### config.mk
export PLATFORM = sky130hd
export DESIGN_NAME = lfsr_stream
export DESIGN_NICKNAME = d
export VERILOG_FILES = /design/src/rtl/lfsr_pkg.sv /design/src/rtl/lfsr_step_unroll.sv /design/src/rtl/lfsr_stream.sv
export SDC_FILE = /design/constraint.sdc
export NUM_CORES = 1
export LEC_CHECK = 0
export CAP_MARGIN = 10
export CORE_AREA = 3 3 52 54
export CTS_BUF_LIST = sky130_fd_sc_hd__clkbuf_8
export CTS_CLUSTER_DIAMETER = 30
export DETAILED_ROUTE_END_ITERATION = 8
export DIE_AREA = 0 0 55 57
export GPL_ROUTABILITY_DRIVEN = 0
export HOLD_SLACK_MARGIN = 0.08
export PLACE_DENSITY = 0.71
export SLEW_MARGIN = 0
export SYNTH_ARGS = -nofsm -noshare
export SYNTH_HDL_FRONTEND = slang
export SYNTH_SLANG_ARGS = --single-unit
### constraint.sdc
create_clock -name clk -period 2.2 [get_ports clk]
set_input_delay 0.66 -clock clk [delete_from_list [all_inputs] [get_ports clk]]
set_output_delay 0.66 -clock clk [all_outputs]
set_load 0.02 [all_outputs]
### src/rtl/lfsr_pkg.sv
// -----------------------------------------------------------------------------
// lfsr_pkg
// Shared types and constants for the lfsr_stream block.
//   lfsr_state_e   : stream FSM state (warm-up or running)
//   LFSR_DEF_*     : default register width, tap polynomial and reset/seed value
//   LFSR_MAX       : widest state the feedback helper handles
//   lfsr_fb()      : feedback bit for one Fibonacci shift (XOR of tapped bits)
// -----------------------------------------------------------------------------
package lfsr_pkg;

    typedef enum logic [0:0] {
        ST_WARMUP,
        ST_RUN
    } lfsr_state_e;

    localparam int unsigned LFSR_DEF_SIZE = 7;
    localparam logic [7:0]  LFSR_DEF_POLY = 8'b11000001;
    localparam logic [6:0]  LFSR_DEF_INIT = 7'b1111010;

    // Upper bound on LFSR_SIZE; callers zero-extend into this width.
    localparam int unsigned LFSR_MAX = 32;

    // Warm-up counter width, enough for 0..255 discarded advances.
    localparam int unsigned WARMUP_CNT_W = 8;

    // Feedback of a single shift. Bits above the real register width must be
    // zero in both arguments so they cannot disturb the parity.
    function automatic logic lfsr_fb(input logic [LFSR_MAX-1:0] state,
                                     input logic [LFSR_MAX-1:0] taps);
        return ^(state & taps);
    endfunction

endpackage

### src/rtl/lfsr_step_unroll.sv
// -----------------------------------------------------------------------------
// lfsr_step_unroll
// Combinational chain of STEPS single Fibonacci shifts. Each shift moves the
// register one place towards the MSB and inserts the XOR of the tapped bits at
// bit 0. Purely combinational; no clock or reset.
//   state_i : current register value
//   state_o : value after STEPS chained shifts (may be zero; caller handles lockup)
// -----------------------------------------------------------------------------
module lfsr_step_unroll
    import lfsr_pkg::*;
#(
    parameter int unsigned        LFSR_SIZE = LFSR_DEF_SIZE,
    parameter logic [LFSR_SIZE:0] LFSR_POLY = LFSR_DEF_POLY,
    parameter int unsigned        STEPS     = 1
) (
    input  logic [LFSR_SIZE-1:0] state_i,
    output logic [LFSR_SIZE-1:0] state_o
);

    // Tap mask aligned with the state bits; POLY[0] is the implicit x^0 term.
    localparam logic [LFSR_SIZE-1:0] TAPS = LFSR_POLY[LFSR_SIZE:1];

    logic [LFSR_SIZE-1:0] chain [STEPS+1];

    assign chain[0] = state_i;

    for (genvar k = 0; k < STEPS; k++) begin : g_step
        assign chain[k+1] = {chain[k][LFSR_SIZE-2:0],
                             lfsr_fb(LFSR_MAX'(chain[k]), LFSR_MAX'(TAPS))};
    end

    assign state_o = chain[STEPS];

endmodule

### src/rtl/lfsr_stream.sv
// -----------------------------------------------------------------------------
// lfsr_stream
// Seedable Fibonacci LFSR word source with a valid/ready output handshake.
// The register advances STEPS single shifts per accepted word, discards WARMUP
// advances after reset or a seed load, and never holds the all-zero state.
//
// Ports
//   clk         : clock
//   reset       : synchronous, active-high; overrides everything
//   seed_valid  : load seed_data at the next edge (wins over advance/warm-up)
//   seed_data   : new seed; zero is replaced by LFSR_INIT
//   out_ready   : consumer accepts data_out when out_valid is high
//   out_valid   : data_out holds a deliverable word
//   data_out    : current LFSR state
//   seed_zero   : one-cycle pulse after an all-zero seed was rejected
//   period_done : (LFSR_PERIOD_MON_EN only) one-cycle pulse when an advance
//                 returns the register to the last loaded seed / LFSR_INIT
//
// Optional feature macro: LFSR_PERIOD_MON_EN (period monitor, adds period_done).
// -----------------------------------------------------------------------------
module lfsr_stream
    import lfsr_pkg::*;
#(
    parameter int unsigned          LFSR_SIZE = LFSR_DEF_SIZE,
    parameter logic [LFSR_SIZE:0]   LFSR_POLY = LFSR_DEF_POLY,
    parameter logic [LFSR_SIZE-1:0] LFSR_INIT = LFSR_DEF_INIT,
    parameter int unsigned          STEPS     = 1,
    parameter int unsigned          WARMUP    = 0
) (
    input  logic                 clk,
    input  logic                 reset,
    input  logic                 seed_valid,
    input  logic [LFSR_SIZE-1:0] seed_data,
    input  logic                 out_ready,
    output logic                 out_valid,
    output logic [LFSR_SIZE-1:0] data_out,
    output logic                 seed_zero
`ifdef LFSR_PERIOD_MON_EN
    ,
    output logic                 period_done
`endif
);

    localparam logic [WARMUP_CNT_W-1:0] WARM_CNT   = WARMUP_CNT_W'(WARMUP);
    localparam lfsr_state_e             LOAD_STATE = (WARMUP > 0) ? ST_WARMUP : ST_RUN;
    // out_valid right after a seed load: only a warm-up phase hides the word.
    localparam logic                    LOAD_VALID = (WARMUP == 0);

    lfsr_state_e             state_q;
    logic [WARMUP_CNT_W-1:0] warm_cnt_q;
    logic [LFSR_SIZE-1:0]    lfsr_q;
    logic                    out_valid_q;
    logic                    seed_zero_q;

    logic [LFSR_SIZE-1:0]    adv_raw;
    logic [LFSR_SIZE-1:0]    adv_state;
    logic [LFSR_SIZE-1:0]    seed_value;
    logic                    seed_is_zero;
    logic                    fire;
    logic                    adv_en;

    lfsr_step_unroll #(
        .LFSR_SIZE (LFSR_SIZE),
        .LFSR_POLY (LFSR_POLY),
        .STEPS     (STEPS)
    ) u_step (
        .state_i (lfsr_q),
        .state_o (adv_raw)
    );

    always_comb begin
        // A non-primitive polynomial can fall into zero; restart from INIT.
        adv_state    = (adv_raw == '0) ? LFSR_INIT : adv_raw;
        seed_is_zero = (seed_data == '0);
        seed_value   = seed_is_zero ? LFSR_INIT : seed_data;
        fire         = out_valid_q && out_ready;
        // The seed overrides any advance in the same cycle, even an accepted
        // transfer: the consumer still takes the old word.
        adv_en       = !seed_valid && ((state_q == ST_WARMUP) || fire);
    end

    always_ff @(posedge clk) begin
        if (reset) begin
            state_q     <= LOAD_STATE;
            warm_cnt_q  <= WARM_CNT;
            lfsr_q      <= LFSR_INIT;
            out_valid_q <= 1'b0;
            seed_zero_q <= 1'b0;
        end else begin
            seed_zero_q <= 1'b0;
            if (adv_en) begin
                lfsr_q <= adv_state;
            end
            if (seed_valid) begin
                lfsr_q      <= seed_value;
                seed_zero_q <= seed_is_zero;
                warm_cnt_q  <= WARM_CNT;
                state_q     <= LOAD_STATE;
                out_valid_q <= LOAD_VALID;
            end else begin
                unique case (state_q)
                    ST_WARMUP: begin
                        warm_cnt_q <= warm_cnt_q - 8'd1;
                        // Leave warm-up on the advance that drains the counter.
                        if (warm_cnt_q == 8'd1) begin
                            state_q     <= ST_RUN;
                            out_valid_q <= 1'b1;
                        end
                    end
                    ST_RUN: begin
                        // Also raises out_valid one cycle after a reset into RUN.
                        out_valid_q <= 1'b1;
                    end
                endcase
            end
        end
    end

    assign out_valid = out_valid_q;
    assign data_out  = lfsr_q;
    assign seed_zero = seed_zero_q;

`ifdef LFSR_PERIOD_MON_EN
    logic [LFSR_SIZE-1:0] seed_ref_q;
    logic [LFSR_SIZE-1:0] step_cnt_q;
    logic                 period_done_q;

    // step_cnt_q counts advances since the last load or completed period.
    always_ff @(posedge clk) begin
        if (reset) begin
            seed_ref_q    <= LFSR_INIT;
            step_cnt_q    <= '0;
            period_done_q <= 1'b0;
        end else begin
            period_done_q <= 1'b0;
            if (seed_valid) begin
                seed_ref_q <= seed_value;
                step_cnt_q <= '0;
            end else if (adv_en) begin
                if (adv_state == seed_ref_q) begin
                    period_done_q <= 1'b1;
                    step_cnt_q    <= '0;
                end else begin
                    step_cnt_q <= step_cnt_q + 1'b1;
                end
            end
        end
    end

    assign period_done = period_done_q;
`endif

endmodule

==> summary.md <==
| Metric | Value |
|---|---|
| Outcome | `finished clean` |
| Clk_skew | `0.00398 ns` |
| F_max | `482 MHz` |
| Via Count | `808` |
| CTS Hold Buffers Added | `0` |
| Core area | `2250 um2` |
| Area Growth Syn to Fin | `34.0%` |
| Synth Warn # | `0` |
| Worst-Skew Late Latency | `0.25 ns` |
| FFs w/ async S/R, synth | `0` |
| Antenna viol nets, final | `0` |
| Clock share of power | `0.372` |
| Post-route total power | `0.719 mW` |
| Final worst-path cycle share | `0.942` |
| Setup Fix Bufs, Post-CTS | `0` |
| Synthesized area per cell | `8.93 um2` |
| Hold Crit Class | `reg -> reg` |
| Post-CTS sizing | `0` |
| Remaining Overflow, GRT | `0` |
| Max-slew headroom | `0.529` |
| H-tree depth | `1` |
| Nets | `134` |
| Switching power | `0.169 mW` |
| Startpoint Class | `input pin` |
| Arr. time, crit path | `2.22 ns` |
| Clk slew on worst S/H paths | `0.07 ns` |
| Setup_tns | `0 ns` |
| Ys flop type | `dfxtp_1` |
| CP max FO | `3` |
| FF+latch count, synth | `18` |
| Fillers | `229` |
| Chip Width | `55 um` |
| Mapped Nets | `109` |
| DP HPWL | `1.48 mm` |
| Unrepaired setup endpoints after global routing | `no` |
| Global-route wire length before repair | `3.53 mm` |
| Power Dens Cells | `626 nW/um2` |
| Drt first-iter violations | `16` |
| Starting density of the core | `0.380` |
| CTS Sinks | `18` |
| Vias/cell | `5.46` |
| Std cell rows | `17` |
| Maximum vdd drop | `0.307 mV` |
| Detailed-route wire length per cell | `13.6 um` |
| CP required | `2.35 ns` |
| GRT Total Usage | `0.147` |
| DRC | `0` |
| Vias in the first global route | `777` |
| Fin. max-slew vios | `0` |
| Static leakage | `0.409 nW` |
| Clock Tree Buf Depth | `2` |
| Post-Syn Instances | `96` |
| CTS tree | `done` |
| Comb power frac | `0.141` |
| Die Span Y | `57 um` |
| Register area share after synthesis | `0.420` |
| 1st-pass router iterations | `4` |
| Antenna diodes | `0` |
| Worst-Margin Slew | `0.700 ns` |
| Footprint of the multi-input gates | `463 um2` |
| Largest net degree at the start of global routing | `13` |
| Post-synth EDFFs | `0` |
| Commonest non-fill, non-tap cell in the layout | `clkdlybuf4s50_1` |
| Final Setup Violations | `0` |
| Root Driver | `clkbuf_8` |
| TritonCTS Buffers | `3` |
| CP endpoint kind | `register` |
| Reg area | `360 um2` |
| Cell area after synthesis | `857 um2` |
| Final Hold Viols | `0` |
| Number of buffers added on ports | `19` |
| DRT Wirelength | `2.01 mm` |
| Initial antenna violation count | `0` |
| Pint | `0.550 mW` |
| Die Footprint | `3140 um2` |
| Commonest cells after routing, fill and taps aside | `19 x clkdlybuf4s50_1, 18 x dfxtp_1, 11 x a21oi_1` |
| Switching portion of total power | `0.236` |
| WS Path Type | `in -> reg` |
| Layout cell share with drive strength beyond 1 | `0.125` |
| Netlist cell types | `31` |
| Tmin final | `2.07 ns` |
| Total of max-cap violations | `0` |
| Fraction of power consumed by sequential logic | `0.487` |
| Top Ports | `20` |
state kept, by name, indices dropped and copies added, names as in the netlist:
name and cells:
data_out 7, out_valid 1, state_q 1, seed_zero 1, warm_cnt_q 8
critical path: stages:
cell and delay (ns):
clkdlybuf4s50_1 0.42, nor4_1 0.28, buf_4 0.17, or3b_2 0.45, a221oi_1 0.25
metrics by stage:
step | setup WS [ns] | hold WS [ns] | instances | cell area, um2 | utilization
after CTS | 0.128 | 0.494 | 148 | 1150 | 0.509
after global routing | 0.125 | 0.534 | 148 | 1150 | 0.509
after global placement | -0.0941 | 0.472 | 144 | 1090 | 0.485
final | 0.127 | 0.498 | 148 | 1150 | 0.509
after floorplan | 0.416 | 0.453 | 96 | 857 | -
after detailed placement | -0.127 | 0.482 | 144 | 1090 | 0.485
cell usage after synthesis, types with 3 or more instances:
library cell | count | area, um2
and2_1 | 3 | 18.8
or3b_2 | 3 | 26.3
nor4_1 | 3 | 18.8
nor3_1 | 4 | 20.0
o211ai_1 | 3 | 22.5
a21oi_1 | 11 | 55.1
inv_1 | 4 | 15.0
nor2_1 | 8 | 30.0
or3_1 | 3 | 18.8
dfxtp_1 | 18 | 360
o21ai_0 | 3 | 15.0
a31oi_1 | 3 | 18.8
xor2_1 | 3 | 26.3
path summary, 6_finish.rpt:
path | from | end | slack, ns | cells after the start
worst max-delay path | seed_data[0] | data_out[6] | 0.13 | 5
worst max register to register | state_q | warm_cnt_q[7] | 0.53 | 3
worst min-delay path | warm_cnt_q[7] | warm_cnt_q[7] | 0.50 | 2
worst min register to register | warm_cnt_q[7] | warm_cnt_q[7] | 0.50 | 2
power by group through the flow:
| stage | Combinational (mW) | Sequential, mW | Clock (mW) |
|---|---|---|---|
| 4_1_cts | 0.102 | 0.350 | 0.275 |
| 3_5_place_dp | 0.101 | 0.357 | 0 |
| 5_1_grt | 0.109 | 0.352 | 0.285 |
| 2_1_floorplan | 0.0322 | 0.368 | 0 |
| 6_report | 0.102 | 0.350 | 0.268 |
| 3_3_place_gp | 0.100 | 0.357 | 0 |
metal layers:
| layer | up-vias | global-route usage | part of all wire |
|---|---|---|---|
| li1 | 410 | - | - |
| met1 | 374 | 0.218 | 0.49 |
| met2 | 22 | 0.211 | 0.47 |
| met3 | 2 | 0.0235 | 0.036 |
| met4 | 0 | 0.0521 | 0.010 |
| met5 | - | 0 | 0 |
cell families (layout without fill, tap and decap cells):
family | count (synthesis) | count (layout) | synth area share
AO/OA/AOI/OAI | 29 | 29 | 0.216
XOR/XNOR | 3 | 3 | 0.0307
adder cells (fa/ha/maj) | 2 | 2 | 0.0292
buffers and inverters | 7 | 31 | 0.0394
flip-flops | 18 | 18 | 0.420
multiplexers | 2 | 2 | 0.0234
AND/OR/NAND/NOR | 35 | 35 | 0.241
area by class of cell:
cell class                 instances  share of cell area
clock buffer                       4              0.0479
inverter                           4              0.0131
sequential                        18               0.314
tap                               28              0.0305
timing repair buffer              23               0.192
multi-input combinational         71               0.403
Note: power is estimated with default switching activity, not from simulation.
